--- src/rtl/wb_poll_master_pkg.sv ---
// Shared types and bus widths for the Wishbone polling master.
package wb_poll_master_pkg;

  localparam int WB_ADDR_W = 32;
  localparam int WB_DATA_W = 32;
  localparam int WB_SEL_W  = WB_DATA_W / 8;

  typedef enum logic [1:0] {
    IDLE,
    READ,
    GAP,
    WRITE
  } wb_master_state_t;

endpackage

--- src/rtl/wb_poll_master_if.sv ---
// Wishbone classic bus bundle with master and slave views.
interface wb_poll_master_if;
  import wb_poll_master_pkg::*;

  logic [WB_ADDR_W-1:0] adr;
  logic [WB_DATA_W-1:0] dat_w;
  logic [WB_DATA_W-1:0] dat_r;
  logic                 we;
  logic [WB_SEL_W-1:0]  sel;
  logic                 stb;
  logic                 cyc;
  logic                 ack;

  modport master (
    output adr, dat_w, we, sel, stb, cyc,
    input  dat_r, ack
  );

  modport slave (
    input  adr, dat_w, we, sel, stb, cyc,
    output dat_r, ack
  );

endinterface

--- src/rtl/wb_poll_master_poll_timer.sv ---
// Wrapping 0..PERIOD-1 counter; cleared and held at 0 whenever run is low.
module poll_timer #(
  parameter int PERIOD = 4
) (
  input  logic clk,
  input  logic srst,
  input  logic run,
  output logic tick
);

  localparam int CNT_W = (PERIOD > 1) ? $clog2(PERIOD) : 1;
  localparam logic [CNT_W-1:0] LAST = CNT_W'(PERIOD - 1);

  logic [CNT_W-1:0] count_reg;
  logic [CNT_W-1:0] count_next;

  assign tick = (count_reg == LAST);

  always_comb begin
    count_next = count_reg;
    if (!run) begin
      count_next = '0;
    end else if (tick) begin
      count_next = '0;
    end else begin
      count_next = count_reg + 1'b1;
    end
  end

  always_ff @(posedge clk) begin
    if (srst) begin
      count_reg <= '0;
    end else begin
      count_reg <= count_next;
    end
  end

endmodule

--- src/rtl/wb_poll_master.sv ---
// Periodically reads SRC_ADDR and copies the value to DST_ADDR when it
// changed (or has never been written), with a per-transfer ack timeout.
module wb_poll_master
  import wb_poll_master_pkg::*;
#(
  parameter int                   POLL_PERIOD = 1_000_000,
  parameter int                   TIMEOUT     = 16,
  parameter logic [WB_ADDR_W-1:0] SRC_ADDR    = 32'h0000_0000,
  parameter logic [WB_ADDR_W-1:0] DST_ADDR    = 32'h0000_0010
) (
  input  logic                 clk_i,
  input  logic                 rst_i,
  input  logic                 enable_i,
  wb_poll_master_if.master     wb,
  output logic [WB_DATA_W-1:0] value_o,
  output logic                 busy_o,
  output logic                 err_o
);

  wb_master_state_t     state_reg, state_next;
  logic                 cyc_reg, cyc_next;
  logic                 stb_reg, stb_next;
  logic                 we_reg, we_next;
  logic [WB_ADDR_W-1:0] adr_reg, adr_next;
  logic [WB_DATA_W-1:0] dat_w_reg, dat_w_next;
  logic [WB_DATA_W-1:0] rd_reg, rd_next;
  logic [WB_DATA_W-1:0] value_reg, value_next;
  logic                 written_reg, written_next;
  logic                 err_reg, err_next;
  logic                 poll_tick;
  logic                 wait_tick;
  logic                 ack_valid;

  poll_timer #(.PERIOD(POLL_PERIOD)) u_poll_timer (
    .clk  (clk_i),
    .srst (rst_i),
    .run  (enable_i),
    .tick (poll_tick)
  );

  // Counts cycles with cyc high; the gap cycle clears it between transfers.
  poll_timer #(.PERIOD(TIMEOUT)) u_wait_timer (
    .clk  (clk_i),
    .srst (rst_i),
    .run  (cyc_reg),
    .tick (wait_tick)
  );

  assign ack_valid = cyc_reg && wb.ack;

  always_comb begin
    state_next   = state_reg;
    cyc_next     = cyc_reg;
    stb_next     = stb_reg;
    we_next      = we_reg;
    adr_next     = adr_reg;
    dat_w_next   = dat_w_reg;
    rd_next      = rd_reg;
    value_next   = value_reg;
    written_next = written_reg;
    err_next     = 1'b0;

    case (state_reg)
      IDLE: begin
        if (poll_tick && enable_i) begin
          state_next = READ;
          cyc_next   = 1'b1;
          stb_next   = 1'b1;
          we_next    = 1'b0;
          adr_next   = SRC_ADDR;
        end
      end
      READ: begin
        // Ack is checked before the timeout so a coincident ack wins.
        if (ack_valid) begin
          rd_next    = wb.dat_r;
          cyc_next   = 1'b0;
          stb_next   = 1'b0;
          state_next = ((wb.dat_r != value_reg) || !written_reg) ? GAP : IDLE;
        end else if (wait_tick) begin
          cyc_next   = 1'b0;
          stb_next   = 1'b0;
          we_next    = 1'b0;
          err_next   = 1'b1;
          state_next = IDLE;
        end
      end
      GAP: begin
        state_next = WRITE;
        cyc_next   = 1'b1;
        stb_next   = 1'b1;
        we_next    = 1'b1;
        adr_next   = DST_ADDR;
        dat_w_next = rd_reg;
      end
      WRITE: begin
        if (ack_valid) begin
          value_next   = rd_reg;
          written_next = 1'b1;
          cyc_next     = 1'b0;
          stb_next     = 1'b0;
          we_next      = 1'b0;
          state_next   = IDLE;
        end else if (wait_tick) begin
          cyc_next   = 1'b0;
          stb_next   = 1'b0;
          we_next    = 1'b0;
          err_next   = 1'b1;
          state_next = IDLE;
        end
      end
      default: state_next = IDLE;
    endcase
  end

  always_ff @(posedge clk_i) begin
    if (rst_i) begin
      state_reg   <= IDLE;
      cyc_reg     <= 1'b0;
      stb_reg     <= 1'b0;
      we_reg      <= 1'b0;
      adr_reg     <= '0;
      dat_w_reg   <= '0;
      rd_reg      <= '0;
      value_reg   <= '0;
      written_reg <= 1'b0;
      err_reg     <= 1'b0;
    end else begin
      state_reg   <= state_next;
      cyc_reg     <= cyc_next;
      stb_reg     <= stb_next;
      we_reg      <= we_next;
      adr_reg     <= adr_next;
      dat_w_reg   <= dat_w_next;
      rd_reg      <= rd_next;
      value_reg   <= value_next;
      written_reg <= written_next;
      err_reg     <= err_next;
    end
  end

  assign wb.cyc   = cyc_reg;
  assign wb.stb   = stb_reg;
  assign wb.we    = we_reg;
  assign wb.adr   = adr_reg;
  assign wb.dat_w = dat_w_reg;
  assign wb.sel   = '1;

  assign value_o = value_reg;
  assign busy_o  = (state_reg != IDLE);
  assign err_o   = err_reg;

endmodule

--- src/flat_wrapper.sv ---
// flat-port wrapper written by rule: the top's interface ports become plain ports
module wb_poll_master_flat import wb_poll_master_pkg::*;
#(
  parameter int                   POLL_PERIOD = 1_000_000,
  parameter int                   TIMEOUT     = 16,
  parameter logic [WB_ADDR_W-1:0] SRC_ADDR    = 32'h0000_0000,
  parameter logic [WB_ADDR_W-1:0] DST_ADDR    = 32'h0000_0010
)
  (clk_i, rst_i, enable_i, value_o, busy_o, err_o, wb_adr, wb_dat_w, wb_we, wb_sel, wb_stb, wb_cyc, wb_dat_r, wb_ack);
  wb_poll_master_if wb_i ();
  input  logic clk_i;
  input  logic rst_i;
  input  logic enable_i;
  output logic [WB_DATA_W-1:0] value_o;
  output logic busy_o;
  output logic err_o;
  output wire logic [$bits(wb_i.adr)-1:0] wb_adr;
  output wire logic [$bits(wb_i.dat_w)-1:0] wb_dat_w;
  output wire logic [$bits(wb_i.we)-1:0] wb_we;
  output wire logic [$bits(wb_i.sel)-1:0] wb_sel;
  output wire logic [$bits(wb_i.stb)-1:0] wb_stb;
  output wire logic [$bits(wb_i.cyc)-1:0] wb_cyc;
  input wire logic [$bits(wb_i.dat_r)-1:0] wb_dat_r;
  input wire logic [$bits(wb_i.ack)-1:0] wb_ack;
  assign wb_adr = wb_i.adr;
  assign wb_dat_w = wb_i.dat_w;
  assign wb_we = wb_i.we;
  assign wb_sel = wb_i.sel;
  assign wb_stb = wb_i.stb;
  assign wb_cyc = wb_i.cyc;
  assign wb_i.dat_r = wb_dat_r;
  assign wb_i.ack = wb_ack;
  wb_poll_master #(.POLL_PERIOD(POLL_PERIOD), .TIMEOUT(TIMEOUT), .SRC_ADDR(SRC_ADDR), .DST_ADDR(DST_ADDR)) u_core (.clk_i(clk_i), .rst_i(rst_i), .enable_i(enable_i), .wb(wb_i), .value_o(value_o), .busy_o(busy_o), .err_o(err_o));
endmodule
--- config.mk ---
export PLATFORM = sky130hd
export DESIGN_NAME = wb_poll_master_flat
export DESIGN_NICKNAME = d
export VERILOG_FILES = /design/src/rtl/wb_poll_master_pkg.sv /design/src/rtl/wb_poll_master_if.sv /design/src/rtl/wb_poll_master_poll_timer.sv /design/src/rtl/wb_poll_master.sv /design/src/flat_wrapper.sv
export SDC_FILE = /design/constraint.sdc
export NUM_CORES = 1
export LEC_CHECK = 0
export BUFFER_PORTS_ARGS = -buffer_cell sky130_fd_sc_hd__buf_4
export CAP_MARGIN = 15
export CORE_MARGIN = 4
export CORE_UTILIZATION = 49
export CTS_BUF_LIST = sky130_fd_sc_hd__clkbuf_4 sky130_fd_sc_hd__clkbuf_8
export DETAILED_ROUTE_END_ITERATION = 10
export HOLD_SLACK_MARGIN = 0.1
export PLACE_DENSITY = 0.85
export SYNTH_ARGS = -nofsm -noshare
export SYNTH_HDL_FRONTEND = slang
export SYNTH_SLANG_ARGS = --single-unit
--- constraint.sdc ---
create_clock -name clk_i -period 2.7 [get_ports clk_i]
set_input_delay 0.27 -clock clk_i [delete_from_list [all_inputs] [get_ports clk_i]]
set_output_delay 0.27 -clock clk_i [all_outputs]
set_load 0.01 [all_outputs]
Yosys cells after proc, flatten, opt, wreduce, memory -nomap -nowiden

Cells that the tools add are included.

Register bits: 158
Input bits: 36
Output and inout port bits: 105
Word-level logic and storage cells: 59

Add/sub/neg operators: 2
Eq/ne operators: 9
Mux-type cells: 18
Bitwise operators: 3
Reduce and logical (&&, ||, !) cells: 16

Operator list:

| operator                                                                | number |
|---|---|
| 32-bit one-hot mux with 2 select lines                                  | 1 |
| 32-bit 2-to-1 mux                                                       | 1 |
| 32-bit inequality test                                                  | 1 |
| 20-bit by 1-bit adder with 20-bit output, second input constant         | 1 |
| 20-bit == test, second input constant                                   | 1 |
| 2-bit 2-to-1 mux                                                        | 5 |
| 2-bit AND reduction                                                     | 5 |
| 3-bit OR reduction                                                      | 3 |
| 1-bit 2-to-1 mux                                                        | 8 |
| 2-bit one-hot mux with 4 select lines                                   | 1 |
| 4-bit by 1-bit adder with 4-bit output, second input constant           | 1 |
| 2-bit == test, second input constant                                    | 2 |
| 4-bit == test, second input constant                                    | 1 |
| 1-bit one-hot mux with 4 select lines                                   | 1 |
| 2-bit nonzero test                                                      | 2 |
| 3-bit by 1-bit inequality test with 1-bit output, second input constant | 1 |
| 1-bit inverter                                                          | 3 |
| 1-bit one-hot mux with 3 select lines                                   | 1 |
| 2-bit by 1-bit == test with 1-bit output, second input constant         | 1 |
| 1-bit logical AND                                                       | 2 |
| 2-bit zero test                                                         | 1 |
| 2-bit by 1-bit inequality test with 1-bit output, second input constant | 1 |
| 2-bit inequality test, second input constant                            | 1 |
| 2-bit OR reduction                                                      | 1 |
| other kinds (2)                                                         | 2 |

Depth between registers and ports, before layout

Gate-level depths: netlist of run 1.

Depth in word-level cells: 5
Depth in mapped cells: 8
Depth with buffers taken out: 6

Modules after synthesis

Synthesis of run 1 repeated with hierarchy kept, for this count alone.

Cells, all modules: 661
Area total of the unflattened synthesis: 5350.1 µm²

By module, submodules not included:

| module                            | times used | cells each | area an instance (µm²) | sequential area each (µm²) |
|---|---|---|---|---|
| wb_poll_master                    | 1          | 539        | 4255.3                 | 2062.0 |
| poll_timer at u_core.u_poll_timer | 1          | 107        | 932.1                  | 400.4 |
| poll_timer at u_core.u_wait_timer | 1          | 15         | 162.7                  | 80.1 |

Worst setup path after synthesis of run 1

Ideal clock, no wire load.

Kind: flip-flop to flip-flop
Start point: register u_core.u_poll_timer.count_reg[7]
End point: register u_core.u_poll_timer.count_reg[11]
Library setup time: 0.115 ns
Data arrival time: 1.470 ns
Data required time: 2.585 ns
Slack: 1.116 ns
Stages on the path, launching flop included: 7
Path buffers: 1
Clock period less this slack: 1.584 ns
Path through: dfxtp_1 -> or4b_4 -> nor4_4 -> nand2_1 -> nand3b_2 -> buf_6 -> nor2_2

Longest elaborated chain between the ends: 2
Elaborated cells between the ends (all ways): 3
Classes of those cells: add/sub (1); eq/ne (1); reduce/logical (1)

RTL lines:

| element                                                                          | line                            | text |
|---|---|---|
| start, declared                                                                  | wb_poll_master_poll_timer.sv:14 | `logic [CNT_W-1:0] count_reg;` |
| start signal, assigned                                                           | wb_poll_master_poll_timer.sv:34 | `count_reg <= count_next;` |
| branches (longest 2 deep; another with 20-bit by 1-bit adder with 20-bit output) | -                               |  |

Several ways; the timed one is not identified.
A chain may end at the register's enable or synchronous reset.

Worst setup path in the final report of run 1

Start point: register u_core.u_poll_timer.count_reg[7]
End point: register u_core.u_poll_timer.count_reg[2]

Longest elaborated chain between the ends: 2

RTL lines:

| element                             | line                            | text |
|---|---|---|
| 20-bit == test                      | wb_poll_master_poll_timer.sv:17 | `assign tick = (count_reg == LAST);` |
| 3-bit OR reduction (no source line) | -                               |  |

No other way between the ends.

==> flow_results.org, run 1 <==
** Timing
- Of the available clock period, the critical path in the final layout requires 75.1%.
- Highest clock frequency the design can meet :: 493 MHz
- RSZ-0062 raised after global routing :: no
- Worst Clk Skew :: 8.60 ps
- Sum Neg Setup Slack :: 0 ps
- Setup violations remaining at the end of the flow were counted as 0.
- Fin crit period :: 2030 ps
- Hold Fails Final Rpt :: 0
- The max-slew violation count was 0.
- Max transition margin :: 50.9%
- For the pin with the worst max-slew slack, the measured transition is 737 ps.

** Yosys
- Post-synthesis cell type with the largest combined area :: dfxtp_1
- Yosys mapped a number of flops with a built-in enable equal to 0.
- Post-Syn Area :: 5330 um^2
- Synth top area share :: 47.7%
- After synthesis the netlist holds a flip-flop and latch count of 127.
- For this run, asynchronously set or reset flops after synthesis account for 0%.
- Number of distinct standard cells referenced by the synthesized netlist :: 44
- Avg Inst Size Synth :: 8.15 um^2
- By count the netlist is led by nand2_1 (205), dfxtp_1 (127), a21oi_1 (97).
- For this run, the leading register cell type out of synthesis is dfxtp_1.
- Most numerous cell in the Yosys netlist :: nand2_1
- Synthesis warning total :: 0
- Cells taking the most area after synthesis :: dfxtp_1 (48%), nand2_1 (14%), a21oi_1 (9.1%)
- In the synthesized netlist, the number of instances is 653.
- Portion of the post-synthesis area used by sequential elements :: 47.7%

** Route
- The detailed router finished its first iteration with 414 violations.
- In the routed layout, each cell is associated on average with a via count of 5.35.
- Summed over all layers, the routed wires come to 14300 um.
- First drt pass iteration count :: 5
- The final route contains 4880 vias.
- For this run, design rule violations remaining after detail routing come to 0.
- Per-cell routed wire length :: 15.7 um
- Number of routed nets with antenna violations :: 0

** Setup path
- Kind of end point of the critical path :: flop
- Worst Path Arrival :: 2320 ps
- For the worst flop-to-flop path, the logic depth is 5.
- For the worst setup path, the data required time is 2990 ps.
- Crit Reg-Reg Endpoint :: u_core.u_poll_timer.count_reg[2]$_SDFF_PP0_
- Of all nets on the critical path, the largest fanout is 20.
- Beginning of the worst register-to-register path :: u_core.u_poll_timer.count_reg[7]$_SDFF_PP0_
- Kind of launch point of the worst setup path :: flop
- The worst register-to-register path has a setup slack of 670 ps.
- Path type of the worst setup path :: flop to flop

** Pwr
- For this design the ratio of total power to cell area is 588 nW/um^2.
- The analysis attributes to cell leakage a power of 2.59 nW.
- Worst VDD drop :: 0.000458 V

** Clocking
- Clock insertion delay at the later pin of the skew report :: 430 ps
- Post CTS Setup Buffer Count :: 0
- TritonCTS created 17 clock buffers.
- TritonCTS built the clock tree.
- Clock transition at the register clock pins on the worst setup and hold paths after CTS :: 70 ps
- Counting along the longest clock path gives a buffer depth of 2.
- The tree is rooted in a clkbuf_8.
- Number of buffers inserted for hold repair after clock tree synthesis :: 24
- Clock tree synthesis found a total of 127 sinks.
- Gates resized during post-CTS repair numbered 0.
- In this run the number of H-tree levels came out at 4.

** Floorplan
- The total area inside the core boundary comes to 10500 um^2.
- Io pins :: 141
- The floorplan has 37 rows.
- The die covers 12600 um^2.
- Once the floorplan was initialized, standard cells occupied 50.9% of the core.
- From left edge to right edge, the die measures 112 um.
- Overall die height :: 112 um

** Hold path
- The startpoint identified for the worst hold timing path is wb_dat_r[4].
- Along the worst hold path, the cell count comes to 3.
- Class of the tightest hold or removal check :: input port to flop
- End point of the most critical hold path :: u_core.rd_reg[4]$_SDFFE_PP0P_

** Layout
- The area growth from synthesis to layout is 26.9%.
- In the final layout, the share of cells above drive strength 1 is 22.4%.
- The repair_antennas step left the layout with diodes totalling 0.
- In the final design database the tool counted 804 nets.
- For this run, the share of the core covered by cells in the final layout is 64.6%.

** GRT
- Vias in the first global route :: 4642
- Entering global routing, the biggest net connects 59 pins.
- The first global-routing pass estimated 22600 um of wire.
- GRT Util Overall :: 22.0%
- Antenna violations before repair :: 0
- Remaining global-route overflow :: 0

** Place
- Detailed placement ended at an HPWL of 9590 um.
- The congestion estimate from routability-driven global placement came to 0.821.
- Number of port buffers :: 105

** Job
- Across the run, the number of max-cap violations was 0.

** Run status
- Run status :: finished clean
## critical path, stage by stage (launching register included)
cell and delay, ps:
dfxtp_1 380, or4b_4 570, nor4_4 230, nand2_1 110, nand3b_2 510, nor2_2 90
## per-stage QoR
stage               total power (W)  hold slack [ps]  cell area (um^2)  setup WS (ps)  instances
CTS                         0.00398              100              6730            634        912
floorplan                   0.00203              406              5450           1120        686
finish                      0.00397              117              6760            672        913
global placement            0.00205              429              6020            668        858
detailed placement          0.00206              441              6020            617        858
global route                0.00408              106              6760            547        913
## how the worst max path moves through the flow
stage / cells past startpoint / start / end / slack (ps)
3_3_place_gp: 5 / wb_ack / u_core.state_reg[1]$_SDFFE_PP0P_ / 670
6_report: 5 / u_core.u_poll_timer.count_reg[7]$_SDFF_PP0_ / u_core.u_poll_timer.count_reg[2]$_SDFF_PP0_ / 670
4_1_cts: 4 / u_core.wb.stb$_SDFFE_PP0P_ / u_core.state_reg[1]$_SDFFE_PP0P_ / 630
2_1_floorplan: 6 / u_core.u_poll_timer.count_reg[7]$_SDFF_PP0_ / u_core.u_poll_timer.count_reg[11]$_SDFF_PP0_ / 1120
5_1_grt: 5 / u_core.u_poll_timer.count_reg[7]$_SDFF_PP0_ / u_core.u_poll_timer.count_reg[18]$_SDFF_PP0_ / 550
3_5_place_dp: 6 / wb_ack / u_core.rd_reg[8]$_SDFFE_PP0P_ / 620
## where the power goes
part / total [W] / switching [W] / internal, W
Combinational: 0.000170 / 0.0000968 / 0.0000735
Sequential: 0.00187 / 0.00000126 / 0.00187
Clock: 0.00193 / 0.000727 / 0.00120
Total: 0.00397 / 0.000825 / 0.00315
## cells by family after synthesis
logic type               synth area share [%]
buffers and inverters                    8.53
AO/OA/AOI/OAI                            10.1
flip-flops                               47.7
AND/OR/NAND/NOR                          24.5
adder cells (fa/ha/maj)                 0.470
XOR/XNOR                                 8.55
other                                   0.141
## cell type report
cell class              instances  area (um^2)
fillers                       846         3710
repair buffers                136         1110
inverters                       2         7.51
clock buffers                  19          249
multi-input cells             482         2460
clock inverters                11          215
well taps                     136          170
flip-flops and latches        127         2540
## layer usage
layer  track usage (%)  vias up  wire length, um
met2              35.7      286             6750
li1                  -     2284                -
met4              11.3        0              517
met5                 0        -                0
met3              5.77       67             1280
met1              27.0     2243             5790
## placed cells by master, fill, tap and decap left out, types with 2 or more instances in the layout
cell,count
a21oi_1,97
and3_1,3
and4_2,2
buf_4,110
bufinv_16,6
clkbuf_4,2
clkbuf_8,17
clkinvlp_4,4
conb_1,35
dfxtp_1,127
dlygate4sd3_1,24
ha_1,2
inv_1,2
nand2_1,205
nand2b_1,2
nand3_1,12
nand3b_1,3
nand4_1,7
nor2_1,11
nor2_2,22
nor4_1,6
xnor2_1,19
xor2_1,33
Note: power is estimated with default switching activity, not from simulation.
==> inputs of run 2 (changes only) <==
--- a/config.mk
+++ b/config.mk
@@ -5,6 +5,7 @@
 export SDC_FILE = /design/constraint.sdc
 export NUM_CORES = 1
 export LEC_CHECK = 0
+export ABC_AREA = 1
 export BUFFER_PORTS_ARGS = -buffer_cell sky130_fd_sc_hd__buf_4
 export CAP_MARGIN = 15
 export CORE_MARGIN = 4
==> constraint.sdc (replaced) <==
create_clock -name clk_i -period 2 [get_ports clk_i]
set_input_delay 0.2 -clock clk_i [delete_from_list [all_inputs] [get_ports clk_i]]
set_output_delay 0.2 -clock clk_i [all_outputs]
set_load 0.01 [all_outputs]
==> flow_results.org, run 2 <==
** Layout
- The fill cell total of the finished layout is 888 (+5.0%).
- The fraction of layout instances using a drive strength above 1 is 20.3% (-2.1 points).
- Growth of design area from synthesis to finish :: 27.8%
- Number of inserted diodes :: 0 (unchanged)
- Final Net Count :: 903 (+12%)
- Leading cell type in the layout, fill and taps excluded :: nor2_1
- Most frequent cells in the layout :: nor2_1 (143), dfxtp_1 (127), buf_4 (114)

** Floorplan
- The number of placement rows was 38 (+2.7%).
- The floorplan core area came to 10900 um^2 (+4.1%).
- Initial Util :: 50.2% (-0.69 points)
- Overall die height :: 114 um (+1.2%)
- The horizontal die dimension is 114 um (+1.2%).
- The area of the die is 12900 um^2 (+2.5%).
- The number of top-level design ports is 141 (unchanged).

** Yosys
- The total number of yosys warnings is 0 (unchanged).
- The compound-gate portion of the synthesized area came to 16.0% (+5.9 points).
- The sequential-to-total area share from yosys stat came to 46.5% (-1.2 points).
- Largest family of logic cells by synthesized area :: simple AND/OR/NAND/NOR gates
- The number of flops mapped to enable cells by yosys is 0 (unchanged).
- The synthesized instance count came to 729 (+12%).
- In the synthesized netlist, the cells that appear most often are nor2_1 (143), dfxtp_1 (127), o21ai_0 (99).
- Flops & latches, synth :: 127 (unchanged)
- Post-Syn Area :: 5470 um^2 (+2.7%)
- The xor/xnor cell area share of the yosys netlist came to 2.08% (-6.5 points).
- The most used flip-flop cell after synthesis is dfxtp_1.
- Share of flip-flops with an asynchronous set or reset after synthesis :: 0% (unchanged)
- The simple-gate share of the synthesized area came to 22.1% (-2.4 points).
- The count of cell types in the netlist is 37 (-16%).
- Post-Synth Adder-Cell Area :: 0.458% (-0.012 points)
- The post-synthesis mux area share is 0% (unchanged).
- After synthesis, the cell types taking the most area are dfxtp_1 (47%), nor2_1 (9.8%), o21ai_0 (9.1%).
- Avg Inst Size Synth :: 7.50 um^2 (-8.0%)
- The area fraction of the dominant cell type after synthesis is 46.5% (-1.2 points).
- Post-synthesis cell type with the largest combined area :: dfxtp_1
- By instance count, the leading cell after synthesis is nor2_1.

** Timing
- Worst Clk Skew :: 11.9 ps (+3.28 ps)
- The max-slew headroom at the worst pin is 66.6% (+16 points).
- Fin crit period :: 1620 ps (-406 ps)
- Slew of the pin with the lowest slew margin :: 501 ps (-236 ps)
- Highest clock frequency the design can meet :: 617 MHz (+25%)
- The number of hold-slack violations in the final timing report came to 0 (unchanged).
- Final Max Tran Viols :: 0 (unchanged)
- The period utilization was 81.1% (+6.0 points).
- Setup repair after global routing left no endpoint under its margin.
- The accumulated negative setup slack was 0 ps (unchanged).
- Hold slack final :: 172 ps (+55.3 ps)
- Final setup vio count :: 0 (unchanged)

** Clocking
- Clock insertion delay at the later pin of the skew report :: 440 ps (about the same)
- In this run the clock root is driven by a clkbuf_8.
- The CTS buffer count was 17 (unchanged).
- CTS Sinks :: 127 (unchanged)
- # H-tree levels :: 4 (unchanged)
- Clock transition at the register clock pins on the worst setup and hold paths after CTS :: 80 ps (about the same)
- CTS tree :: yes
- The maximum number of buffers from clock root to sink is 2 (unchanged).

** Route
- First drt pass iteration count :: 5 (unchanged)
- Total Wirelength :: 13800 um (-4.0%)
- The via total after detailed routing was 4927 (+0.96%).
- The DRC violation total after the first TritonRoute iteration was 413 (-0.24%).
- The residual DRC count came to 0 (unchanged).
- Per-cell routed wire length :: 13.5 um (-14%)
- Number of routed nets with antenna violations :: 0 (unchanged)
- The via-per-instance ratio came to 4.84 (-9.4%).

** Pwr
- Leakage :: 3.26 nW (+26%)
- Fraction of power consumed by combinational cells :: 5.3% (+1.0 points)
- P_int :: 0.00387 W (+23%)
- Psw :: 0.00121 W (+47%)
- Clk network pwr share :: 44.9% (-3.6 points)
- Proportion of total power due to net switching :: 23.8% (+3.0 points)
- Share of total power in sequential cells :: 49.8% (+2.6 points)
- Worst VDD drop :: 0.000551 V (+20%)
- Total power density per cell area :: 727 nW/um^2 (+24%)

** Setup path
- Data required time at the worst endpoint :: 2370 ps (-620 ps)
- Kind of launch point of the worst setup path :: flop
- Highest-delay cell along the critical path :: dfxtp_1
- Path type of the worst setup path :: flop to flop
- Kind of end point of the critical path :: flop
- The combined buffer and inverter count along the critical path was 2 (+2).
- Maximum net fanout on the critical path :: 8 (-60%)
- Traced cell by cell, the critical path runs through ha_1 > nand2_2 > inv_1 > nand2_1 > nor2_1 > nand3_1 > nand3_1 > inv_1 > o21ai_0 > a21oi_1.
- The arrival time of data at the critical path endpoint was 1990 ps (-330 ps).
- Largest stage delay on the critical path :: 340 ps (-230 ps)
- In this design, the largest share of critical-path delay is due to simple AND/OR/NAND/NOR gates.

** GRT
- The global-route wire length before repair is 22100 um (-2.1%).
- The initial antenna violation count came to 0 (unchanged).
- The maximum number of pins on one net before global-route repair came to 97 (+64%).
- Vias in the first global route :: 4653 (+0.24%)
- GRT Util Overall :: 21.3% (-0.70 points)
- The total congestion overflow after global routing is 0 (unchanged).

** Hold path
- Class of the tightest hold or removal check :: input port to flop

** Run status
- Run status :: finished clean

** Place
- Number of port buffers :: 105 (unchanged)
- Final RePlAce weighted congestion :: 0.825 (+0.44%)
- The detailed placement HPWL is 8920 um (-7.0%).

** Job
- The number of max-cap violations is 0 (unchanged).
[run 2: final timing paths]
path | slack, ps | cells past startpoint | endpoint | start
max | 380 | 10 | u_core.u_poll_timer.count_reg[13]$_SDFF_PP0_ | u_core.u_poll_timer.count_reg[0]$_SDFF_PP0_
min | 170 | 5 | u_core.state_reg[0]$_SDFFE_PP0P_ | enable_i
max reg2reg | 380 | 10 | u_core.u_poll_timer.count_reg[13]$_SDFF_PP0_ | u_core.u_poll_timer.count_reg[0]$_SDFF_PP0_
min reg2reg | 450 | 1 | u_core.u_wait_timer.count_reg[0]$_SDFF_PP0_ | u_core.u_wait_timer.count_reg[0]$_SDFF_PP0_
[run 2: logic make-up after synthesis]
family,count (synthesis)
other cells,2
buf+inv,138
flops,127
xor+xnor,13
compound gates,168
simple gates,279
fa+ha+maj,2
[run 2: what timing repair did]
item | 4_1_cts | 5_1_grt
hold buffers | 34 | 0
endpoints found under the hold margin | 39 | 0
buffers inserted | 0 | 0
setup endpoints to repair | 0 | 1
resized for setup | 0 | 2
[run 2: stage by stage]
stage                     instance area [um^2]  power (W)  setup WS [ps]  util, %  cells
after CTS                                 6980    0.00512            157     64.1   1017
final                                     6980    0.00508            378     64.1   1017
after global placement                    6240    0.00279            277     57.3    952
after global routing                      6980    0.00526            158     64.1   1017
after detailed placement                  6240    0.00279            220     57.3    952
after floorplan                           5590    0.00275            591        -    762
[run 2: worst min-delay path: stages]
cell,delay [ps]
buf_4,120
inv_1,60
o21ai_2,90
nand2_1,70
nor2_1,40
[run 2: cell type report]
type	instances	area, um^2	area share, %
Multi-Input combinational cell	497	2350	33.7
Clock inverter	11	130	1.86
Tap cell	140	175	2.51
Timing Repair Buffer	150	1240	17.7
Inverter	72	273	3.91
Clock buffer	20	275	3.94
Sequential cell	127	2540	36.4
[run 2: metal layers]
layer  GRT usage, %  up-vias  wire length (um)
met2           34.6      158              6570
met5              0        -                 0
met4           8.73        0               320
met3           6.26       27               922
met1           26.6     2214              5940
li1               -     2528                 -
[run 2: power groups by stage]
| stage | Combinational (W) | Sequential, W | Clock [W] |
|---|---|---|---|
| floorplan | 0.000165 | 0.00259 | 0 |
| global placement | 0.000206 | 0.00259 | 0 |
| detailed placement | 0.000206 | 0.00259 | 0 |
| CTS | 0.000262 | 0.00253 | 0.00233 |
| global route | 0.000294 | 0.00253 | 0.00244 |
| finish | 0.000267 | 0.00253 | 0.00228 |
